## src/rtl/multi_channel_sync_fifo.sv

```systemverilog
// Bank of NUM_CH independent single-clock FIFOs (WIDTH x DEPTH each) sharing one clock/reset.
// Each channel reports its fill level, programmable almost-full/almost-empty flags, sticky
// overflow/underflow flags, and reads either first-word-fall-through (FWFT=1) or through a
// registered output with one cycle of latency (FWFT=0).
//
// Ports (channel c occupies bit c, or slice [c*WIDTH +: WIDTH] / [c*LW +: LW]):
//   w_clk        clock for all channels
//   r_rst        asynchronous active-high reset of all state except the storage arrays
//   wr_en        per-channel write request; wr_data per-channel write word
//   rd_en        per-channel pop request; rd_data/rd_valid per-channel read word and qualifier
//   full, empty, almost_full, almost_empty, level   occupancy status decoded from the count
//   af_thresh, ae_thresh                           shared live thresholds (LW bits, unsigned)
//   overflow, underflow                            sticky error flags, cleared by clr_err
module multi_channel_sync_fifo #(
  parameter int unsigned WIDTH  = 16,
  parameter int unsigned DEPTH  = 16,
  parameter int unsigned NUM_CH = 2,
  parameter int unsigned FWFT   = 1,
  localparam int unsigned AW    = $clog2(DEPTH),
  localparam int unsigned LW    = AW + 1
) (
  input  logic                    w_clk,
  input  logic                    r_rst,
  input  logic [NUM_CH-1:0]       wr_en,
  input  logic [NUM_CH*WIDTH-1:0] wr_data,
  input  logic [NUM_CH-1:0]       rd_en,
  output logic [NUM_CH*WIDTH-1:0] rd_data,
  output logic [NUM_CH-1:0]       rd_valid,
  output logic [NUM_CH-1:0]       full,
  output logic [NUM_CH-1:0]       empty,
  output logic [NUM_CH-1:0]       almost_full,
  output logic [NUM_CH-1:0]       almost_empty,
  output logic [NUM_CH*LW-1:0]    level,
  input  logic [LW-1:0]           af_thresh,
  input  logic [LW-1:0]           ae_thresh,
  output logic [NUM_CH-1:0]       overflow,
  output logic [NUM_CH-1:0]       underflow,
  input  logic                    clr_err
);

  for (genvar c = 0; c < NUM_CH; c++) begin : g_ch
    logic [WIDTH-1:0] mem_q [DEPTH];
    logic [AW-1:0]    wptr_q, rptr_q;
    logic [LW-1:0]    count_q, count_d;
    logic             ovf_q, ovf_d;
    logic             unf_q, unf_d;
    logic             is_full, is_empty;
    logic             wr_acc, rd_acc;

    assign is_full  = (count_q == LW'(DEPTH));
    assign is_empty = (count_q == '0);
    // A write to a full channel is dropped even when a read frees a slot this cycle.
    assign wr_acc   = wr_en[c] && !is_full;
    assign rd_acc   = rd_en[c] && !is_empty;

    always_comb begin
      count_d = count_q;
      unique case ({wr_acc, rd_acc})
        2'b10:   count_d = count_q + LW'(1);
        2'b01:   count_d = count_q - LW'(1);
        default: count_d = count_q;
      endcase
    end

    // A new error in the same cycle as clr_err takes priority so no event is lost.
    always_comb begin
      ovf_d = ovf_q;
      unf_d = unf_q;
      if (clr_err) begin
        ovf_d = 1'b0;
        unf_d = 1'b0;
      end
      if (wr_en[c] && is_full)  ovf_d = 1'b1;
      if (rd_en[c] && is_empty) unf_d = 1'b1;
    end

    // Storage is intentionally not reset; stale words are hidden by the empty mask.
    always_ff @(posedge w_clk) begin
      if (wr_acc) mem_q[wptr_q] <= wr_data[c*WIDTH +: WIDTH];
    end

    always_ff @(posedge w_clk or posedge r_rst) begin
      if (r_rst) begin
        wptr_q  <= '0;
        rptr_q  <= '0;
        count_q <= '0;
        ovf_q   <= 1'b0;
        unf_q   <= 1'b0;
      end else begin
        if (wr_acc) wptr_q <= wptr_q + AW'(1);
        if (rd_acc) rptr_q <= rptr_q + AW'(1);
        count_q <= count_d;
        ovf_q   <= ovf_d;
        unf_q   <= unf_d;
      end
    end

    assign full[c]              = is_full;
    assign empty[c]             = is_empty;
    assign level[c*LW +: LW]    = count_q;
    assign almost_full[c]       = (count_q >= af_thresh);
    assign almost_empty[c]      = (count_q <= ae_thresh);
    assign overflow[c]          = ovf_q;
    assign underflow[c]         = unf_q;

    if (FWFT != 0) begin : g_fwft
      assign rd_valid[c]             = !is_empty;
      assign rd_data[c*WIDTH +: WIDTH] = is_empty ? '0 : mem_q[rptr_q];
    end else begin : g_reg
      logic [WIDTH-1:0] rdata_q;
      logic             rvalid_q;

      always_ff @(posedge w_clk or posedge r_rst) begin
        if (r_rst) begin
          rdata_q  <= '0;
          rvalid_q <= 1'b0;
        end else begin
          rvalid_q <= rd_acc;
          if (rd_acc) rdata_q <= mem_q[rptr_q];
        end
      end

      assign rd_valid[c]               = rvalid_q;
      assign rd_data[c*WIDTH +: WIDTH] = rdata_q;
    end
  end

endmodule

```

## config.mk

```make
export PLATFORM = sky130hd
export DESIGN_NAME = multi_channel_sync_fifo
export DESIGN_NICKNAME = d
export VERILOG_FILES = /design/src/rtl/multi_channel_sync_fifo.sv
export SDC_FILE = /design/constraint.sdc
export NUM_CORES = 1
export LEC_CHECK = 0
export CORE_MARGIN = 2
export CORE_UTILIZATION = 40
export DETAILED_ROUTE_END_ITERATION = 8
export HOLD_SLACK_MARGIN = 0.1
export PLACE_DENSITY = 0.71
export SETUP_SLACK_MARGIN = 0.1
export SLEW_MARGIN = 10
export SYNTH_ARGS = -nofsm -noshare
export SYNTH_HDL_FRONTEND = slang
export SYNTH_SLANG_ARGS = --single-unit
export TNS_END_PERCENT = 20
```

## constraint.sdc

```tcl
create_clock -name w_clk -period 2.7 [get_ports w_clk]
set_clock_uncertainty 0.15 [all_clocks]
set_input_delay 0.405 -clock w_clk [delete_from_list [all_inputs] [get_ports w_clk]]
set_output_delay 0.405 -clock w_clk [all_outputs]
set_load 0.005 [all_outputs]
```

Word-level counts from Yosys, hierarchy flattened
Memory sizes are Yosys's and may differ from the RTL's. Cells that the tools add are included. Widths: inputs -> output; s select.

Bits in writable memories: 512. Bits in registers: 30. Logic and storage cells: 63. Memories: 2. Input bits: 49. Output and inout bits: 56.

Memory list: g_ch[0].mem_q (words 16, bits a word 16, rd ports 1, clocked after Yosys merged registers in 0, wr ports 1, RTL line 42) `logic [WIDTH-1:0] mem_q [DEPTH];`; g_ch[1].mem_q (words 16, bits a word 16, rd ports 1, clocked after Yosys merged registers in 0, wr ports 1, RTL line 42).

$lt $le $gt $ge: 4. Eq/ne operators: 6. Reduce and logical (&&, ||, !) cells: 20. $add $sub $neg: 8. Mux-type cells: 13.

Operators by type and width (number): $mux 16 (2); $pmux 5 s2 (2); $add 4x1->4 const B (4); $reduce_bool 2->1 (6); $add 5x1->5 const B (2); $eq 5x5->1 const B (2); $ge 5x5->1 (2); $le 5x5->1 (2); $logic_not 5->1 (2); $sub 5x1->5 const B (2); $mux 1 (9); $logic_and 1x1->1 (8); $eq 2x1->1 const B (2); $eq 2x2->1 const B (2); $logic_not 1->1 (4).

Longest topological paths before layout
Gate-level depths: netlist of the first run.

Word-level depth: 5. Gate-level depth with buffers: 15. Gate-level depth less buffers: 12.

Least setup slack after synthesis of the first run
OpenSTA, ideal clock, no wires.

Path kind: flip-flop to flip-flop. From: register g_ch[0].count_q[1]. To: register g_ch[0].count_q[4]. Buffers on the path: 3. Clock period less this slack: 2.909 ns. Arrival: 2.630 ns. Setup slack: -0.209 ns. Setup time: 0.129 ns. Stages on the path, launching flop included: 15. Path through: dfrtp_1 -> buf_4 -> nor4_2 -> nand2_1 -> and2_1 -> buf_2 -> inv_1 -> ha_1 -> clkbuf_1 -> xor2_1 -> ha_1 -> o211a_1 -> o31ai_1 -> a31oi_1 -> xor2_1.

Word-level cells in the longest chain between the ends: 5. Elaborated cells between the ends (all ways): 12. Classes of those cells: 2 x add/sub; 3 x eq/ne; 1 x mux; 6 x reduce/logical.

Ends and longest elaborated chain: from (decl) (RTL line 44) `logic [LW-1:0] count_q, count_d;`; from (signal assigned) (RTL line 92) `count_q <= count_d;`; $eq 5x5->1 or $logic_not 5->1 (tied branches) (RTL line 50, 51); $logic_not 1->1, on equally long branches (RTL line 53, 54); $logic_and 1x1->1, on equally long branches (RTL line 53, 54); $eq 2x1->1 or $eq 2x2->1 (tied branches) (RTL line 58) `unique case ({wr_acc, rd_acc})`; $pmux 5 s2 or $reduce_bool 2->1 (tied branches).

Parallel ways exist; a longest one is shown, timed or not. A chain may end at the register's enable or synchronous reset.

Worst setup path after layout of the first run
From: register g_ch[0].rptr_q[0]. To: output rd_data[2].

Word-level cells in the longest chain between the ends: 2.

Ends and longest elaborated chain: from (decl) (RTL line 43) `logic [AW-1:0] wptr_q, rptr_q;`; from (signal assigned) (RTL line 91) `if (rd_acc) rptr_q <= rptr_q + AW'(1);`; $mem_v2 16x16; $mux 16 (RTL line 108) `assign rd_data[c*WIDTH +: WIDTH] = is_empty ? '0 : mem_q[rptr_q];`; to (decl) (RTL line 27) `output logic [NUM_CH*WIDTH-1:0] rd_data,`.

No other way between the ends.

==> summary.txt, run 1 <==
Status -> complete, but fails checks
Failing checks -> negative setup slack
GR Util All Layers -> 16.9%
Vias -> 10890
Mux share of post-synthesis cell area -> 16.4%
Setup TNS -> -8.45 ns
Arr. time, crit path -> 2.49 ns
Reg-to-Reg End -> g_ch[0].count_q[4]$_DFFE_PP0P_
Critical-path maximum fanout -> 7
# rows -> 85
Top cells by area, synth -> edfxtp_1, mux4_2, dfrtp_1
Worst Tran Pin Value -> 0.581 ns
Wirelength, routed -> 47500 um
# port buffers -> 104
Area delta synth->final -> 24.3%
Syn_area_per_cell -> 20.7 um^2
Final WS setup -> -0.343 ns
Clk root buf -> clkbuf_16
Pin count of the biggest net entering global routing -> 36
Fin crit share -> 113%
Grt total ovfl -> 0
CTS Buf Count -> 53
Largest family of logic cells by synthesized area -> multiplexers
Clk_lat worst skew -> 0.63 ns
Area post-placement -> 24600 um^2
Chip height -> 237 um
I/O Pins -> 105
Drt wl/cell -> 23.5 um
CTS Buffer Depth -> 3
XOR/XNOR share of the synthesized area -> 0.966%
Vias in the first global route -> 11357
Reg2reg setup slack -> 0.05 ns
Place WS -> -0.318 ns
Synth Cell Area -> 21800 um^2
Initial DRC count -> 1070
Worst-path clk slew -> 0.06 ns
Min-delay worst type -> register to register
Final hold viol count -> 0
RSZ-0062 raised after global routing -> yes
VDD IR max -> 0.634 mV
CTS tree -> done
FF+latch count, synth -> 542
Final Setup Violations -> 36
Die area -> 56300 um^2
Synth async-reset ratio -> 5.54%
Starting Density -> 40.4%
Initial antenna violation count -> 2
Fmax -> 329 MHz
Post-synth top area share -> 70.7%
Multi-input logic area -> 5530 um^2
Layout fillers -> 4232
Cell area after layout -> 27000 um^2
Worst path required time -> 2.14 ns
FF/Latch Area -> 16100 um^2
Post-synth net total -> 1137
H-tree depth -> 2
Rel. slew slack -> 61.1%
Reg-to-reg startpoint -> g_ch[0].count_q[2]$_DFFE_PP0P_
Complex-gate fraction of the synthesized area -> 2.10%
Via-to-Cell Ratio -> 5.38
First-pass GRT wire length -> 71000 um
Area leader, netlist -> edfxtp_1
# clock sinks -> 542
Die Span X -> 237 um
Worst setup endpoint -> rd_data[2]
Post-synthesis cell count -> 1051
WHS Path Cells -> 1
Ys Warns -> 0
PwrDens -> 1070 nW/um^2
Crit path capture type -> primary output
Most used DFF post-synth -> edfxtp_1
Crit path launch -> g_ch[0].rptr_q[0]$_DFFE_PP0P_
DP HPWL -> 27700 um
Worst hold slack -> 0.364 ns
Crit path time final -> 3.04 ns
Post-Synth Adder-Cell Area -> 2.13%
Setup CP Type -> register to primary output
Fin util -> 50.2%
Share of layout cells above drive strength 1 -> 34.5%
Register area share after synthesis -> 74.1%
Fraction of the mapped netlist area in simple logic gates -> 2.17%
Maximum Capacitance Violations -> 0
CP Launch Type -> register
TritonRoute pass-1 iters -> 7
Final net count -> 1370
Netlist cell types -> 42
DRC viols -> 0
Final max-slew violation count -> 0
ANT cells -> 0
CORE AREA -> 53800 um^2
RePlAce Congestion -> 0.773
Leakage -> 9.20 nW
Worst R2R Path Depth -> 11
Post-synth EDFFs -> 512
Final ANT Viol Nets -> 0
## layer usage
| metal | global-route usage, % | wire length (um) | vias to the layer above | part of all wire [%] |
|---|---|---|---|---|
| li1 | - | - | 4749 | - |
| met1 | 22.8 | 19500 | 5683 | 41 |
| met2 | 28.7 | 24200 | 380 | 51 |
| met3 | 2.58 | 2660 | 74 | 5.6 |
| met4 | 4.84 | 1070 | 4 | 2.3 |
| met5 | 0 | 25 | - | 0.053 |
## through the flow
step / power [mW] / std cells
after floorplan: 16.4 / 1051
after global placement: 20.4 / 1888
after detailed placement: 20.6 / 1888
after CTS: 29.0 / 2025
after global routing: 30.2 / 2023
final: 28.9 / 2023
## what timing repair did
item	CTS	global route
hold buffers	1	0
setup buffers	32	2
pin swaps	27	21
gates cloned	6	1
endpoints found under the setup margin	45	47
hold endpoints to repair	29	0
gates resized for setup	168	60
## synthesized netlist by cell type, types with 9 or more instances
cell	n
buf_2	26
o22ai_1	34
nor2_1	31
mux2i_1	64
edfxtp_1	512
inv_1	24
o21ai_0	10
nand2_1	21
nand2b_1	9
mux4_2	128
xnor2_1	13
buf_4	20
dfrtp_1	30
ha_1	37
xor2_1	11
## worst min path at each step
stage                                   from  slack [ns]                            end
3_5_place_dp       g_ch[0].ovf_q$_DFFE_PP0P_        0.35      g_ch[0].ovf_q$_DFFE_PP0P_
5_1_grt                             wr_en[0]        0.34      g_ch[0].ovf_q$_DFFE_PP0P_
6_report       g_ch[1].rptr_q[2]$_DFFE_PP0P_        0.36  g_ch[1].rptr_q[2]$_DFFE_PP0P_
2_1_floorplan  g_ch[0].rptr_q[2]$_DFFE_PP0P_        0.33  g_ch[0].rptr_q[2]$_DFFE_PP0P_
3_3_place_gp       g_ch[0].unf_q$_DFFE_PP0P_        0.35      g_ch[0].unf_q$_DFFE_PP0P_
4_1_cts                             wr_en[0]        0.31      g_ch[0].ovf_q$_DFFE_PP0P_
## logic make-up after synthesis
group,count (synthesis)
xor+xnor,24
buf+inv,87
flops,542
compound gates,72
fa+ha+maj,37
simple gates,93
mux,196
## cell usage in the layout (no fill, tap or decap), types with 19 or more instances in the layout
master           synthesis  layout
edfxtp_1               512     512
mux4_2                 128     128
buf_4                   20      68
clkdlybuf4s50_1          0      64
clkbuf_16                0      54
buf_12                   0      46
mux2i_1                 64      43
ha_1                    37      31
dfrtp_1                 30      22
buf_2                   26      22
nand2_1                 21      21
inv_1                   24      21
o22ai_1                 34      21
nor2_1                  31      19
## sequential cells by signal (all words and copies together) (netlist names)
name,count
g_ch.wptr_q,8
g_ch.count_q,10
g_ch.unf_q,2
g_ch.rptr_q,8
g_ch.mem_q,512
g_ch.ovf_q,2
## layout make-up
class	instances	area share, %
clock inverter	34	1.41
tap	696	3.22
clock buffer	64	5.06
multi-input combinational	422	20.5
sequential	542	59.7
timing repair buffer	241	9.81
inverter	24	0.342
## worst max-delay path, stage by stage, from the launching register on
cell,delay [ns]
dfrtp_4,0.50
buf_12,0.16
buf_16,0.15
mux4_2,0.41
mux2i_1,0.21
o22ai_1,0.14
dlygate4sd2_1,0.29
## power by group
part / total [mW] / internal [mW] / switching [mW]
sequential: 10.7 / 10.2 / 0.516
clock: 7.36 / 4.22 / 3.14
combinational: 10.8 / 5.81 / 5.03
(Power assumes the default switching activity.)
==> run 2: changes to the inputs <==
- CORE_UTILIZATION: 40 -> 42
- PLACE_DENSITY: 0.71 -> 0.73
- TNS_END_PERCENT: 20 -> 1
==> run 2 against run 1 <==
  * The run still ends with negative setup slack left
  * Worst setup slack better by 0.0069 ns
  * Fmax up 0.23%
  * Sequential power is essentially flat
  * Global-route usage rose by 1.4 points
  * Count of clock-buffer cells in the layout grew 2
  * Cell count down 0.74%
  * Sequential cell count is the same
  * Non-clock buffer count grew 5
  * Core utilization grew 2.4 points
  * Wire length grew 1.0%
  * Critical endpoint is now rd_data[31]
  * Highest routed layer unchanged
==> summary.txt, run 2 (synthesized netlist as in run 1, its figures left out) <==
Status -> complete, but fails checks
Failing checks -> negative setup slack
Final WS setup -> -0.336 ns
# clock sinks -> 542
Crit path time final -> 3.04 ns
Gr busiest metal -> met2
WHS Path Cells -> 2
CTS Buf Count -> 54
Buf/Inv on CP -> 4
CP peak stage delay -> 0.54 ns
Leakage -> 9.19 nW
Final net count -> 1376
Wirelength, routed -> 48000 um
Crit path launch -> g_ch[1].rptr_q[0]$_DFFE_PP0P_
Die area -> 53600 um^2
Share of layout cells above drive strength 1 -> 34.3%
Critical-path maximum fanout -> 10
Die Span X -> 232 um
Grt total ovfl -> 0
Vias in the first global route -> 11598
Via-to-Cell Ratio -> 5.45
CP cell instances -> buf_6, buf_12, buf_16, mux4_2, mux2i_1, o22ai_1, clkdlybuf4s15_1
Layout fillers -> 3922
Min-delay src -> wr_en[0]
Maximum Capacitance Violations -> 0
Fin util -> 52.6%
Crit-path slowest cell -> dfrtp_4
Top delay family on crit path -> buffers and inverters
Place WS -> -0.511 ns
Biggest register -> g_ch.mem_q
Setup CP Type -> register to primary output
Vias -> 10941
GR Util met3 -> 3.37%
RePlAce Congestion -> 0.740
Final ANT Viol Nets -> 0
Worst R2R Path Depth -> 12
Crit path capture type -> primary output
Clk_lat worst skew -> 0.61 ns
Commonest non-fill, non-tap cells in the layout -> edfxtp_1, mux4_2, buf_4
Largest regs -> g_ch.mem_q: 512 flops, g_ch.count_q: 10 flops
Reg-to-Reg End -> g_ch[0].count_q[4]$_DFFE_PP0P_
Total power -> 28.8 mW
Setup TNS -> -8.74 ns
Initial antenna violation count -> 1
Fmax -> 329 MHz
# port buffers -> 104
Arr. time, crit path -> 2.48 ns
Chip height -> 232 um
VDD IR max -> 0.975 mV
CORE AREA -> 51300 um^2
PwrDens -> 1070 nW/um^2
Met2 Usage GRT -> 31.4%
Worst-path clk slew -> 0.06 ns
Worst hold slack -> 0.303 ns
Fin crit share -> 112%
Hold Path Sink -> g_ch[0].ovf_q$_DFFE_PP0P_
TritonRoute pass-1 iters -> 5
# rows -> 83
Worst Tran Pin Value -> 0.634 ns
Worst path required time -> 2.14 ns
CP Launch Type -> register
H-tree depth -> 2
Final hold viol count -> 0
Rel. slew slack -> 57.6%
CTS tree -> done
GR Util All Layers -> 18.3%
Met1 Use GR -> 24.0%
Starting Density -> 42.4%
Final max-slew violation count -> 0
DRC viols -> 0
Clk root buf -> clkbuf_16
Area delta synth->final -> 24.1%
First-pass GRT wire length -> 72400 um
DP HPWL -> 27700 um
Min-delay worst type -> input port to register
Final Setup Violations -> 33
Initial DRC count -> 874
Pin count of the biggest net entering global routing -> 35
Max reg flops -> 512
Drt wl/cell -> 23.9 um
RSZ-0062 raised after global routing -> yes
I/O Pins -> 105
ANT cells -> 0
Commonest non-fill, non-tap cell in the layout -> edfxtp_1
Reg-to-reg startpoint -> g_ch[0].count_q[0]$_DFFE_PP0P_
CTS Buffer Depth -> 3
Reg2reg setup slack -> 0.01 ns
[run 2: worst max-delay path by stage]
stage                                                to  depth (start not counted)  slack (ns)
after CTS                                    rd_data[5]                          8       -0.39
after global routing                         rd_data[5]                          8       -0.44
after detailed placement                almost_empty[0]                         10       -0.51
after global placement                  almost_empty[0]                         10       -0.50
final                                       rd_data[31]                          7       -0.34
after floorplan           g_ch[1].mem_q[1][0]$_DFFE_PP_                          7       -0.12
[run 2: per-layer routing]
| layer | up-vias | part of all wire (%) |
|---|---|---|
| li1 | 4763 | - |
| met5 | - | 0.027 |
| met1 | 5722 | 41 |
| met2 | 390 | 51 |
| met4 | 2 | 2.1 |
| met3 | 64 | 5.9 |
[run 2: area by class of cell]
| cell class | count | area [um^2] | share of cell area (%) |
|---|---|---|---|
| Sequential cell | 542 | 16100 | 59.8 |
| Multi-Input combinational cell | 422 | 5540 | 20.5 |
| Timing Repair Buffer | 246 | 2720 | 10.1 |
| Clock buffer | 66 | 1420 | 5.25 |
| Tap cell | 680 | 851 | 3.15 |
| Clock inverter | 28 | 244 | 0.903 |
| Inverter | 24 | 96.3 | 0.357 |
[run 2: timing repair]
action                                 CTS  global route
setup endpoints to repair               45            45
resized for setup                      216            20
endpoints found under the hold margin   30             0
pin swaps                               37            12
cloned                                   7             1
setup buffers                           28             0
hold buffers                             1             0
[run 2: worst reg2reg max path: cells and delay by family, from the launching register on]
family / cells / cell delay [ns]
AO/OA/AOI/OAI: 3 / 0.51
AND/OR/NAND/NOR: 3 / 0.49
XOR/XNOR: 2 / 0.32
adder cells (fa/ha/maj): 2 / 0.38
flip-flops: 1 / 0.40
buffers and inverters: 2 / 0.30
[run 2: where the power goes]
| group | switching, mW | internal (mW) |
|---|---|---|
| Combinational | 5.04 | 5.94 |
| Clock | 3.08 | 3.93 |
| Sequential | 0.595 | 10.2 |
[run 2: through the flow]
step                      area (um^2)  cells
after floorplan                 21800   1051
after global placement          24600   1877
after detailed placement        24600   1877
after CTS                       26900   2007
after global routing            27000   2008
final                           27000   2008
==> variant 1 (settings of run 1) <==
Set the parameter `WIDTH` to 18 (it was 16).
--- a/src/rtl/multi_channel_sync_fifo.sv
+++ b/src/rtl/multi_channel_sync_fifo.sv
@@ -13,5 +13,5 @@
 //   overflow, underflow                            sticky error flags, cleared by clr_err
 module multi_channel_sync_fifo #(
-  parameter int unsigned WIDTH  = 16,
+  parameter int unsigned WIDTH  = 18,
   parameter int unsigned DEPTH  = 16,
   parameter int unsigned NUM_CH = 2,
Interface: changed (resized rd_data and wr_data); port bits go from 105 to 113. No check against the original RTL was run, so the function may have changed too.
==> variant 1 against run 1 <==
- the flow still finishes with violations (setup timing)
- worst setup slack worse by 0.033 ns
- sequential share of layout area up 0.33 points
- synthesized area up 11%
- non-clock buffer count up 20
- total power up 12%
- count of clock-buffer cells in the layout up 17
- via count up 12%
- utilization down 0.11 points
- wire length up 13%
- sequential power up 12%
- sequential cell count up 64
- cell area up 11%
- die area up 11%
- critical path type unchanged
- critical endpoint is now rd_data[31]
==> variant 1: results (changes against run 1) <==
----------------------------------------------------
[Place]
  Placed Cells incl. Taps ... 2,073 (was 1,888)
  Instance area after placement ... 0.0273 mm^2 (was 0.0246 mm^2)
  Half-perimeter wire length of the detailed placement result ... 29.7 mm (was 27.7 mm)
  Last weighted congestion value of the routability-driven placer ... 0.769 (was 0.773)

[Logic synthesis]
  Post-Synthesis Net Count ... 1,237 (was 1,137)
  Syn Area/Cell ... 21.1 um^2 (was 20.7 um^2)
  Number of synthesized flops with an enable pin ... 576 (was 512)
  Most instantiated cells after synthesis ... 576 x edfxtp_1, 144 x mux4_2, 72 x mux2i_1, 38 x o22ai_1, 37 x ha_1 (was 512 x edfxtp_1, 128 x mux4_2, 64 x mux2i_1, 37 x ha_1, 34 x o22ai_1)
  Part of the Yosys area used for sequential elements ... 74.7% (was 74.1%)
  Async set-or-reset flop fraction in the synthesized netlist ... 4.95% (was 5.54%)

[Outcome]
  Outcome ... complete, but fails checks (unchanged)
  Violations in the final reports ... setup timing (unchanged)

[Route]
  Final wirelength ... 53.8 mm (was 47.5 mm)
  Starting DRC count in detailed routing ... 1,116 (was 1,070)
  DRT Pass-1 Iters ... 5 (was 7)

[Global routing]
  Maximum number of pins on one net before global-route repair ... 38 (was 36)
  Antenna violations before repair ... 3 (was 2)
  Wire length of the first global-routing pass ... 80.6 mm (was 71.0 mm)
  GRT Util Overall ... 17.4% (was 16.9%)

[Timing]
  Slew Limit Headroom ... 61.5% (was 61.1%)
  Total negative slack ... -9.72 ns (was -8.45 ns)
  Setup violations, final ... 39 (was 36)
  Final setup slack of the worst path ... -0.376 ns (was -0.343 ns)

[Critical path]
  Setup slack on the worst flop-to-flop path ... 0.08 ns (was 0.05 ns)
  Arrival time of data at the critical path endpoint ... 2.52 ns (was 2.49 ns)
  Biggest fanout along the worst timing path ... 8 (was 7)
  Startpoint of the worst-slack reg-to-reg timing path ... g_ch[0].count_q[2] (unchanged)
  CP startpoint ... g_ch[1].rptr_q[0] (was g_ch[0].rptr_q[0])

[Final layout]
  Net count, final ... 1,494 (was 1,370)
  Registers with the most flip-flops ... g_ch.mem_q x576, g_ch.count_q x10 (was g_ch.mem_q x512, g_ch.count_q x10)
  Fillers ... 4,614 (was 4,232)

[Pwr]
  VDD IR-drop max ... 0.000661 V (was 0.000634 V)
  Reported leakage power ... 10.2 nW (was 9.20 nW)

[Min path]
  Worst hold path type ... primary input to register (was register to register)
  Cell depth of the worst min-delay path ... 2 (was 1)
  Hold Path Sink ... g_ch[0].unf_q (was g_ch[1].rptr_q[2])
  Launch point of the worst hold path ... rd_en[0] (was g_ch[1].rptr_q[2])

[Clocking]
  Number of buffers created by CTS ... 61 (was 53)

----------------------------------------------------
[variant 1: cells by family after synthesis]
logic type,count (synthesis),synth area share (%)
adders and majority gates,37,1.92
muxes,220,16.6
xor gates and xnor gates,24,0.870
buffers and inverters,91,1.93
AOI/OAI and AO/OA,76,2.00
DFF,606,74.7
and+or+nand+nor,93,1.96
[variant 1: what timing repair did]
| action | 4_1_cts | 5_1_grt |
|---|---|---|
| cloned | 8 | 0 |
| setup buffers | 37 | 7 |
| pin swaps | 38 | 20 |
| endpoints found under the setup margin | 47 | 49 |
| endpoints found under the hold margin | 30 | 0 |
| resized for setup | 202 | 44 |
| hold buffers | 1 | 0 |
[variant 1: area by class of cell]
type / count / share of cell area, %
tap: 782 / 3.25
clock inverter: 31 / 0.944
sequential: 606 / 60.0
timing repair buffer: 261 / 10.0
inverter: 24 / 0.299
multi-input combinational: 450 / 20.1
antenna: 1 / 0.00832
clock buffer: 81 / 5.39
[variant 1: worst max-delay path, cell delays in order (launching register included)]
cell and delay [ns]:
dfrtp_4 0.51, buf_12 0.17, buf_12 0.13, buf_12 0.11
mux4_2 0.42, mux2i_2 0.18, o22ai_1 0.10, buf_4 0.16
buf_6 0.11
[variant 1: metal layers]
metal | global-route usage, % | wire (um) | up-vias | part of all wire [%]
li1 | - | - | 5219 | -
met1 | 22.0 | 21100 | 6419 | 39
met2 | 30.5 | 27900 | 405 | 52
met3 | 3.17 | 3420 | 100 | 6.4
met4 | 5.08 | 1270 | 6 | 2.4
met5 | 0 | 44 | - | 0.082
[variant 1: through the flow]
step	utilization (%)	setup WS [ns]	hold slack, ns
floorplan	-	-0.261	0.328
global placement	45.4	-0.324	0.344
detailed placement	45.4	-0.347	0.351
CTS	50.0	-0.407	0.224
global route	50.1	-0.449	0.243
finish	50.1	-0.376	0.265
[variant 1: worst max-delay path by stage]
stage | slack (ns) | end
3_3_place_gp | -0.32 | almost_empty[1]
4_1_cts | -0.41 | rd_data[35]
2_1_floorplan | -0.26 | g_ch[1].mem_q[0][0]
5_1_grt | -0.45 | rd_data[35]
3_5_place_dp | -0.35 | almost_empty[1]
6_report | -0.38 | rd_data[31]
[variant 1: power breakdown]
group | switching, mW | leakage, nW | internal, mW | total (mW)
Sequential | 0.570 | 5.56 | 11.4 | 12.0
Combinational | 5.70 | 3.70 | 6.60 | 12.3
Clock | 3.49 | 0.925 | 4.61 | 8.10
Total | 9.76 | 10.2 | 22.6 | 32.4
==> variant 2 (flow settings as in run 1) <==
Made on the original files. Register the inputs `af_thresh` and `ae_thresh` before use, with the module's reset. The logic sees them one clock later. The other inputs are not delayed to match.
--- a/src/rtl/multi_channel_sync_fifo.sv
+++ b/src/rtl/multi_channel_sync_fifo.sv
@@ -38,4 +38,17 @@
   input  logic                    clr_err
 );
+
+  logic [LW-1:0] af_thresh_q;
+  logic [LW-1:0] ae_thresh_q;
+
+  always_ff @(posedge w_clk or posedge r_rst) begin
+    if (r_rst) begin
+      af_thresh_q <= '0;
+      ae_thresh_q <= '0;
+    end else begin
+      af_thresh_q <= af_thresh;
+      ae_thresh_q <= ae_thresh;
+    end
+  end
 
   for (genvar c = 0; c < NUM_CH; c++) begin : g_ch
@@ -99,6 +112,6 @@
     assign empty[c]             = is_empty;
     assign level[c*LW +: LW]    = count_q;
-    assign almost_full[c]       = (count_q >= af_thresh);
-    assign almost_empty[c]      = (count_q <= ae_thresh);
+    assign almost_full[c]       = (count_q >= af_thresh_q);
+    assign almost_empty[c]      = (count_q <= ae_thresh_q);
     assign overflow[c]          = ovf_q;
     assign underflow[c]         = unf_q;
Function: changed (Yosys sat finds a counterexample within 4 cycles, from zero or initial values and one cycle with r_rst high).
==> variant 2 against run 1 <==
- via count grew 2.3%
- sequential cell count grew 10
- utilization grew 0.10 points
- worst setup slack lost 0.012 ns
- total power grew 3.5%
- cell count grew 1.7%
- hold slack lost 0.090 ns
- wire length grew 3.1%
- critical path type unchanged
- the run still ends with setup timing left
- synthesized area grew 1.4%
- cell area grew 2.2%
==> variant 2: results (changes against run 1) <==
----------------------------------------------------
[Outcome]
  Outcome ... complete, but fails checks (unchanged)
  Violations in the final reports ... setup timing (unchanged)

[Pwr]
  Internal power ... 21.0 mW (was 20.3 mW)
  Power share of the sequential group ... 36.4% (was 37.1%)
  VDD IR-drop max ... 0.000924 V (was 0.000634 V)
  Power Density ... 1080 mW/mm^2 (was 1070 mW/mm^2)

[Route]
  Starting DRC count in detailed routing ... 817 (was 1,070)
  DRT Pass-1 Iters ... 5 (was 7)
  Routed wl met2 ... 25.4 mm (was 24.2 mm)
  DR vias/cell ... 5.41 (was 5.38)
  Final routed wire length divided by cell count ... 23.8 um (was 23.5 um)

[Logic synthesis]
  Number of distinct library cell variants in the gate-level netlist after synthesis ... 40 (was 42)
  Xor/xnor cell area share of the yosys netlist ... 0.952% (was 0.966%)
  Leading post-synthesis cells by cell area ... edfxtp_1 70%, mux4_2 13%, dfrtp_1 4.5% (was edfxtp_1 71%, mux4_2 13%, dfrtp_1 3.5%)
  Most instantiated cells after synthesis ... 512 x edfxtp_1, 128 x mux4_2, 64 x mux2i_1, 40 x dfrtp_1, 37 x ha_1 (was 512 x edfxtp_1, 128 x mux4_2, 64 x mux2i_1, 37 x ha_1, 34 x o22ai_1)
  Part of the Yosys area used for sequential elements ... 74.2% (was 74.1%)
  Multiplexer area fraction after synthesis ... 16.2% (was 16.4%)

[Min path]
  Worst hold path type ... primary input to register (was register to register)

[Final layout]
  Share of layout cells above drive strength 1 ... 34.6% (was 34.5%)

[Place]
  Last weighted congestion value of the routability-driven placer ... 0.770 (was 0.773)
  Placed Cells incl. Taps ... 1,900 (was 1,888)
  Half-perimeter wire length of the detailed placement result ... 28.5 mm (was 27.7 mm)
  Post-placement setup slack ... -0.0944 ns (was -0.318 ns)
  Instance area after placement ... 0.0249 mm^2 (was 0.0246 mm^2)

[Global routing]
  Met1 global-route usage ... 22.5% (was 22.8%)
  Wire length of the first global-routing pass ... 73.3 mm (was 71.0 mm)
  Met2 GRT Util ... 30.3% (was 28.7%)
  Maximum number of pins on one net before global-route repair ... 41 (was 36)
  GRT Util Overall ... 17.3% (was 16.9%)

[Timing]
  Setup violations, final ... 36 (unchanged)
  Final setup slack of the worst path ... -0.355 ns (was -0.343 ns)

[Clocking]
  Latest clock arrival within the worst-skew pair ... 0.61 ns (was 0.63 ns)
  Number of buffers added for setup after CTS ... 29 (was 32)

----------------------------------------------------
[variant 2: changes by cell type after synthesis, moves of 2 or more]
cell	change
buf_2	+2
buf_6	+12
buf_4	-12
dfrtp_1	+10
[variant 2: worst max-delay path, cell delays in order (launching register included)]
cell	delay [ns]
dfrtp_4	0.55
buf_12	0.14
buf_12	0.11
buf_12	0.14
mux4_2	0.50
mux2i_1	0.20
o22ai_2	0.11
buf_2	0.14
[variant 2: how the worst max path moves through the flow]
stage | start | end
detailed placement | g_ch[1].rptr_q[0] | rd_data[23]
finish | g_ch[0].rptr_q[0] | rd_data[9]
floorplan | g_ch[1].count_q[2] | g_ch[1].mem_q[0][0]
CTS | g_ch[0].rptr_q[0] | rd_data[8]
global route | g_ch[0].rptr_q[0] | rd_data[11]
global placement | g_ch[1].rptr_q[0] | rd_data[23]
[variant 2: final cells by class]
class	instances	area, um^2
clock buffers	67	1460
clock inverters	40	482
fillers	4303	27200
inverters	24	90.1
multi-input cells	422	5510
flip-flops and latches	552	16400
well taps	704	881
repair buffers	249	2810
